`config.mk`:
```
export PLATFORM = sky130hd
export DESIGN_NAME = pipe_hazard_ctrl
export DESIGN_NICKNAME = d
export VERILOG_FILES = /design/src/rtl/cpu19_pkg.sv /design/src/rtl/pipe_hazard_ctrl_hazard_detect.sv /design/src/rtl/pipe_hazard_ctrl.sv
export SDC_FILE = /design/constraint.sdc
export NUM_CORES = 1
export LEC_CHECK = 0
export CAP_MARGIN = 20
export CORE_ASPECT_RATIO = 1.2
export CORE_MARGIN = 10
export CORE_UTILIZATION = 47
export DETAILED_ROUTE_END_ITERATION = 8
export GPL_ROUTABILITY_DRIVEN = 0
export PLACE_DENSITY = 0.78
export RECOVER_POWER = 25
export SYNTH_ARGS = -nofsm -noshare
export SYNTH_HDL_FRONTEND = slang
export SYNTH_SLANG_ARGS = --single-unit
```
`constraint.sdc`:
```
create_clock -name clk_in -period 2.5 [get_ports clk_in]
set_clock_uncertainty 0.15 [all_clocks]
set_input_delay 0.5 -clock clk_in [delete_from_list [all_inputs] [get_ports clk_in]]
set_output_delay 0.5 -clock clk_in [all_outputs]
set_load 0.005 [all_outputs]
```
`src/rtl/cpu19_pkg.sv`:
```
// cpu19_pkg: shared types and constants for the cpu19 decode/execute boundary
// Contents: SP sequencing FSM state enum, register address width, SP opcode.
package cpu19_pkg;
  localparam int REG_ADDR_W = 4;
  localparam logic [6:0] SP_OPCODE = 7'b0001011;
  typedef enum logic [1:0] {
    IDLE    = 2'd0,
    SP_BUSY = 2'd1,
    SP_DONE = 2'd2
  } sp_state_e;
endpackage

```
`src/rtl/pipe_hazard_ctrl_hazard_detect.sv`:
```
// hazard_detect: combinational load-use hazard between decode and the ID/IE register
// Ports: rs1_addr/rs2_addr, rs1_used/rs2_used (decode sources); wb_addr, mem_rd,
// reg_wr, start (ID/IE register); lu (hazard present this cycle).
module hazard_detect
  import cpu19_pkg::*;
(
  input  logic [REG_ADDR_W-1:0] rs1_addr,
  input  logic [REG_ADDR_W-1:0] rs2_addr,
  input  logic                  rs1_used,
  input  logic                  rs2_used,
  input  logic [REG_ADDR_W-1:0] wb_addr,
  input  logic                  mem_rd,
  input  logic                  reg_wr,
  input  logic                  start,
  output logic                  lu
);
  assign lu = mem_rd & reg_wr & ~start &
              ((rs1_used & (rs1_addr == wb_addr)) | (rs2_used & (rs2_addr == wb_addr)));
endmodule

```
`src/rtl/pipe_hazard_ctrl.sv`:
```
// pipe_hazard_ctrl: load-use stall and SP (crypto) sequencing controller
// Ports: clk_in, rst_in (async, active-low); id_* decode sources; ie_* ID/IE
// register fields; sp_done accelerator pulse; stall_pc, stall_ifid, bubble_idie
// pipeline controls; sp_busy, sp_wb_en SP status; sp_err sticky timeout;
// stall_cnt saturating count of PC-stall cycles.
module pipe_hazard_ctrl
  import cpu19_pkg::*;
#(
  parameter int SP_TIMEOUT = 200,
  parameter int TO_W       = 8,
  parameter int CNT_W      = 16
) (
  input  logic                  clk_in,
  input  logic                  rst_in,
  input  logic [REG_ADDR_W-1:0] id_rs1_addr,
  input  logic [REG_ADDR_W-1:0] id_rs2_addr,
  input  logic                  id_rs1_used,
  input  logic                  id_rs2_used,
  input  logic [REG_ADDR_W-1:0] ie_wb_addr,
  input  logic                  ie_mem_rd,
  input  logic                  ie_reg_wr,
  input  logic                  ie_start,
  input  logic                  sp_done,
  output logic                  stall_pc,
  output logic                  stall_ifid,
  output logic                  bubble_idie,
  output logic                  sp_busy,
  output logic                  sp_wb_en,
  output logic                  sp_err,
  output logic [CNT_W-1:0]      stall_cnt
);
  sp_state_e       state, state_nx;
  logic [TO_W-1:0] to_cnt;
  logic            lu, stall, set_err;
  hazard_detect u_hd (
    .rs1_addr(id_rs1_addr),
    .rs2_addr(id_rs2_addr),
    .rs1_used(id_rs1_used),
    .rs2_used(id_rs2_used),
    .wb_addr (ie_wb_addr),
    .mem_rd  (ie_mem_rd),
    .reg_wr  (ie_reg_wr),
    .start   (ie_start),
    .lu      (lu)
  );
  // lu is gated by reset so stray hazard inputs cannot stall during reset
  assign stall       = (state == IDLE) ? (lu & rst_in) : 1'b1;
  assign stall_pc    = stall;
  assign stall_ifid  = stall;
  assign bubble_idie = stall;
  assign sp_busy     = state != IDLE;
  assign sp_wb_en    = state == SP_DONE;
  always_comb begin
    state_nx = state;
    set_err  = 1'b0;
    case (state)
      IDLE:    state_nx = ie_start ? SP_BUSY : IDLE;
      SP_BUSY: begin
        // completion wins over timeout in the same cycle
        if (sp_done) state_nx = SP_DONE;
        else if (to_cnt == TO_W'(SP_TIMEOUT - 1)) begin
          state_nx = IDLE;
          set_err  = 1'b1;
        end
      end
      default: state_nx = IDLE;
    endcase
  end
  always_ff @(posedge clk_in or negedge rst_in) begin
    if (!rst_in) begin
      state     <= IDLE;
      to_cnt    <= '0;
      sp_err    <= 1'b0;
      stall_cnt <= '0;
    end else begin
      state  <= state_nx;
      to_cnt <= (state == SP_BUSY) ? to_cnt + 1'b1 : '0;
      if (set_err) sp_err <= 1'b1;
      if (stall && !(&stall_cnt)) stall_cnt <= stall_cnt + 1'b1;
    end
  end
endmodule
```
# --- After elaboration in Yosys (flattened, before gate mapping) ---
# Index checks and enable logic that the tools add are counted.
word_totals:
  ff_bits: 27
  latch_bits: 0
  ram_bits: 0
  rom_bits: 0
  in_bits: 20
  output_inout_bits: 22
  elab_cells: 34
  mem_count: 0
classes:
  add_sub_neg: 2
  n_mul: 0
  div_mod_pow: 0
  order_cmp: 0
  n_eq_ne: 6
  shift: 0
  n_mux: 9
  bitwise: 8
  n_reduce_logical: 5
op_table:
  columns: ["op", "n"]
  rows:
  - ["16-bit by 1-bit adder with 16-bit output (second input constant)", 1]
  - ["16-bit AND reduction", 1]
  - ["8-bit by 1-bit adder with 8-bit output (second input constant)", 1]
  - ["4-bit equality test", 2]
  - ["8-bit equality test (second input constant)", 1]
  - ["8-bit 2-to-1 mux", 1]
  - ["1-bit AND", 6]
  - ["1-bit 2-to-1 mux", 5]
  - ["2-bit 2-to-1 mux", 2]
  - ["2-bit case mux with 2 select lines", 1]
  - ["3-bit != test (second input constant)", 1]
  - ["2-bit by 1-bit equality test with 1-bit output (second input constant)", 1]
  - ["2-bit equality test (second input constant)", 1]
  - ["2-bit zero test", 1]
  - ["2-bit nonzero test", 1]
  - ["1-bit logical AND", 1]
  - ["1-bit zero test", 1]
  - ["1-bit inverter", 1]
  - ["1-bit bitwise OR", 1]

# --- Logic depth before layout (Yosys ltp) ---
depth:
  word_depth: 7
  depth_mapped: 7
  depth_no_buf: 6

# --- Cells and area by module ---
# Synthesis repeated with hierarchy kept, for this count alone.
hier_totals:
  hier_cells: 133
  hier_area_um2: 1438.9
by_module_without_submodules:
  columns: ["mod", "n_inst", "cells_each", "area_each_um2", "seq_area_each_um2"]
  rows:
  - ["pipe_hazard_ctrl", 1, 118, 1335.0, 675.6]
  - ["hazard_detect", 1, 15, 103.8, 0.0]

# --- Worst setup path after synthesis ---
# No wires, ideal clock.
synth_timing:
  path_kind: "input to output"
  from: "input ie_start"
  to: "output stall_ifid"
  arrival_time_ns: 1.354
  slack_ns: 0.496
  stages: 5
  path_buffers: 1
  cell_sequence: "nand4b_4 -> nor4_2 -> a31oi_1 -> nand2_1 -> buf_4"
synth_via:
  elab_chain_cells: 5
synth_rtl:
  columns: ["element", "line_no", "rtl"]
  rows:
  - ["from (decl)", "pipe_hazard_ctrl.sv:22", "input logic ie_start,"]
  - ["1-bit inverter", "pipe_hazard_ctrl_hazard_detect.sv:17", "assign lu = mem_rd & reg_wr & ~start &"]
  - ["1-bit AND (2 in a row)", "pipe_hazard_ctrl_hazard_detect.sv:17", null]
  - ["1-bit AND", "pipe_hazard_ctrl.sv:47", "assign stall = (state == IDLE) ? (lu & rst_in) : 1'b1;"]
  - ["1-bit 2-to-1 mux", "pipe_hazard_ctrl.sv:47", null]
  - ["to (decl)", "pipe_hazard_ctrl.sv:25", "output logic stall_ifid,"]
# No other way between the ends.

# --- Worst setup path in the final report ---
layout_timing:
  from: "input id_rs2_addr[0]"
  to: "output bubble_idie"
layout_via:
  elab_chain_cells: 6
layout_rtl:
  columns: ["element", "line_no", "rtl"]
  rows:
  - ["from (decl)", "pipe_hazard_ctrl.sv:16", "input logic [REG_ADDR_W-1:0] id_rs2_addr,"]
  - ["4-bit equality test", "pipe_hazard_ctrl_hazard_detect.sv:18", "((rs1_used & (rs1_addr == wb_addr)) | (rs2_used & (rs2_addr == wb_addr)));"]
  - ["1-bit AND", "pipe_hazard_ctrl_hazard_detect.sv:18", null]
  - ["1-bit bitwise OR", "pipe_hazard_ctrl_hazard_detect.sv:18", null]
  - ["1-bit AND", "pipe_hazard_ctrl_hazard_detect.sv:17", null]
  - ["1-bit AND", "pipe_hazard_ctrl.sv:47", null]
  - ["1-bit 2-to-1 mux", "pipe_hazard_ctrl.sv:47", null]
  - ["to (decl)", "pipe_hazard_ctrl.sv:26", "output logic bubble_idie,"]
# No other way between the ends.

==> results.cfg <==
[die]
core_um2 = 3083
start_util_pct = 49.39
die_y_um = 82.35
die_area_um2 = 5926
core.rowCount = 22
ioPinCount = 42
dieWidth_um = 71.96

[worst_setup_path]
r2r_slack_ns = 0.33
critPathArrivalTime_ns = 1.83
path_max_fanout = 3
worstSetupStartpointType = input port
critical_path_class = in -> out
rr_startpoint = stall_cnt[0]$_DFFE_PN0P_
worstPathRequired_ns = 1.85
worstSetupStartpoint = id_rs2_addr[0]
endpoint_kind = primary output

[clocking]
insertion_delay_ns = 0.32
cts-buffers-inserted = 3
cts_sinks = 27
cts_root_buf = clkbuf_4
cts-htree-levels = 1
hold_buffers = 0
clkTransAtPathRegs_ns = 0.14
clk_path_buf_depth = 2
cts_tree = done

[final_layout]
fin_util_pct = 66.88
area_growth_pct = 35.42
layout_commonest_cell = clkdlybuf4s50_1
final_cell_mix = 31 x clkdlybuf4s50_1, 27 x dfrtp_1, 15 x nor2_1
n_antenna_cell = 0
fin_area_um2 = 2062
drive_above_1_share_pct = 16.41
nNetsFinal = 218
fillCellCount = 255

[global_routing]
grt_pass1_vias = 1290
antenna_found_initial = 0
grt_most_used_layer = met2
use_met1_pct = 13.77
grt-ovfl-total = 0
use_met3_pct = 3.819
use_met2_pct = 23.85
track_usage_pct = 12.99
grt_max_degree = 28
grt_first_pass_wirelength_mm = 6.196

[job]
maxCapViolations = 0

[place]
portBuffers = 41
dp.final_hpwl_mm = 2.859
placed_area_um2 = 1984

[drt]
wirelength_mm = 3.662
drcViolationCount = 0
vias = 1270
via_per_inst = 5.498
wl_per_cell_um = 15.85
drtPass1Iterations = 4
drt_iter0_drc = 90
ant_nets = 0

[synth]
ys.flop_type = dfrtp_1
yosys.area.top_type = dfrtp_1
synth_fa_ha_area_share_pct = 1.643
synthSimpleGateAreaFrac_pct = 21.36
synth_top_family_by_area = simple AND/OR/NAND/NOR gates
yosys-top-cells-area = dfrtp_1 44%, xor2_1 5.8%, xnor2_1 5.2%
synth_nets = 169
synth_compound_area_share_pct = 10.11
synth-async-reset-ratio_pct = 100.0
synth_edf_count = 0
synth_xor_area_share_pct = 10.93
synth.area.mux_share_pct = 8.053
synth.avg_cell_area_um2 = 10.36
synth_top_area_share_pct = 44.37
synth-seq-cells = 27
synth_area_um2 = 1523
yosys.cell_types.count = 37
ys.warnings.count = 0
syn_inst = 147
ys_seq_area_share_pct = 44.37

[hold_path]
min_from = state[1]$_DFFE_PN0P_
min_path_type = reg -> reg

[power]
combPwrFrac_pct = 34.4
power_mw = 1.186
seqPwrFrac_pct = 49.7
vdd_ir_drop_max_uv = 470.7
p_sw_uw = 383.2
p_leak_nw = 0.8998
p_int_uw = 803.1
switching_share_pct = 32.30
power_frac_clock_pct = 15.8
powerDensity_nw_per_um2 = 575.3

[timing]
finalSetupViolCount = 0
hold_violations = 0
period_share_pct = 99.18
max_freq_mhz = 403.3
maxSlewHeadroom_pct = 5.401
period_minus_slack_ns = 2.480
tightest_slew_ns = 1.419
drv_slew = 0
tns_ns = 0

[outcome]
outcome = completed
[power groups by stage]
| stage | Clock (mW) | Sequential, mW | Combinational [mW] |
|---|---|---|---|
| 4_1_cts | 0.193 | 0.589 | 0.407 |
| 3_3_place_gp | 0 | 0.594 | 0.403 |
| 2_1_floorplan | 0 | 0.587 | 0.192 |
| 5_1_grt | 0.216 | 0.605 | 0.454 |
| 6_report | 0.188 | 0.590 | 0.409 |
| 3_5_place_dp | 0 | 0.598 | 0.410 |
[worst paths after layout]
path | to | depth (start not counted)
worst max-delay path | bubble_idie | 6
worst min-delay path | state[0]$_DFFE_PN0P_ | 1
worst max register to register | stall_cnt[1]$_DFFE_PN0P_ | 6
worst min register to register | state[0]$_DFFE_PN0P_ | 1
max in group asynchronous | stall_cnt[4]$_DFFE_PN0P_ | 2
min in group asynchronous | stall_cnt[12]$_DFFE_PN0P_ | 2
[stage by stage]
step                      setup slack [ns]  instances  hold WS (ns)
after floorplan                     0.4963        147       0.05441
after global placement             -0.3673        225        0.2895
after detailed placement           -0.4233        225        0.2941
after CTS                          0.04864        230        0.2433
after global routing              -0.03012        231        0.3443
final                              0.02040        231        0.3108
[synthesized netlist by cell type (all sizes together), types with 2 or more instances]
cell type,number
nand2,14
o211ai,3
nor2,15
xor2,10
xnor2,9
dfrtp,27
o2111ai,6
nand4,5
a31oi,2
o21ai,4
ha,2
and2,2
o41ai,2
nor4,4
buf,5
nand3,7
mux2,10
and3,5
inv,2
[layer usage]
layer | vias up | part of all wire (%) | wire, µm
li1 | 625 | - | -
met1 | 613 | 40 | 1468
met2 | 26 | 53 | 1959
met3 | 6 | 4.6 | 167
met4 | 0 | 1.8 | 66
met5 | - | 0 | 0
[logic make-up after synthesis]
group	Yosys count
AND/OR/NAND/NOR	59
flip-flops	27
AO/OA/AOI/OAI	21
XOR/XNOR	19
multiplexers	11
buffers and inverters	8
adder cells (fa/ha/maj)	2
[worst max-delay path, cell delays in order]
cell	delay, ns
clkdlybuf4s50_1	0.47
xor2_2	0.19
nor4_4	0.30
a31oi_2	0.14
nand2_2	0.10
buf_2	0.12
[layout make-up]
class	instances	area (µm²)	area share, %
multi-input cells	112	842.1	40.84
flip-flops and latches	27	675.6	32.77
repair buffers	50	465.4	22.57
well taps	36	45.04	2.184
clock buffers	4	26.28	1.274
inverters	2	7.507	0.3641
[flip-flops by register name, indices dropped and copies added (netlist names)]
name,flops
stall_cnt,16
to_cnt,8
state,2
sp_err,1
[timing repair]
item	in CTS	in global routing
pin swaps	3	4
endpoints found under the setup margin	3	3
gates resized for setup	18	8
setup buffers	1	1
(Power assumes the default switching activity.)
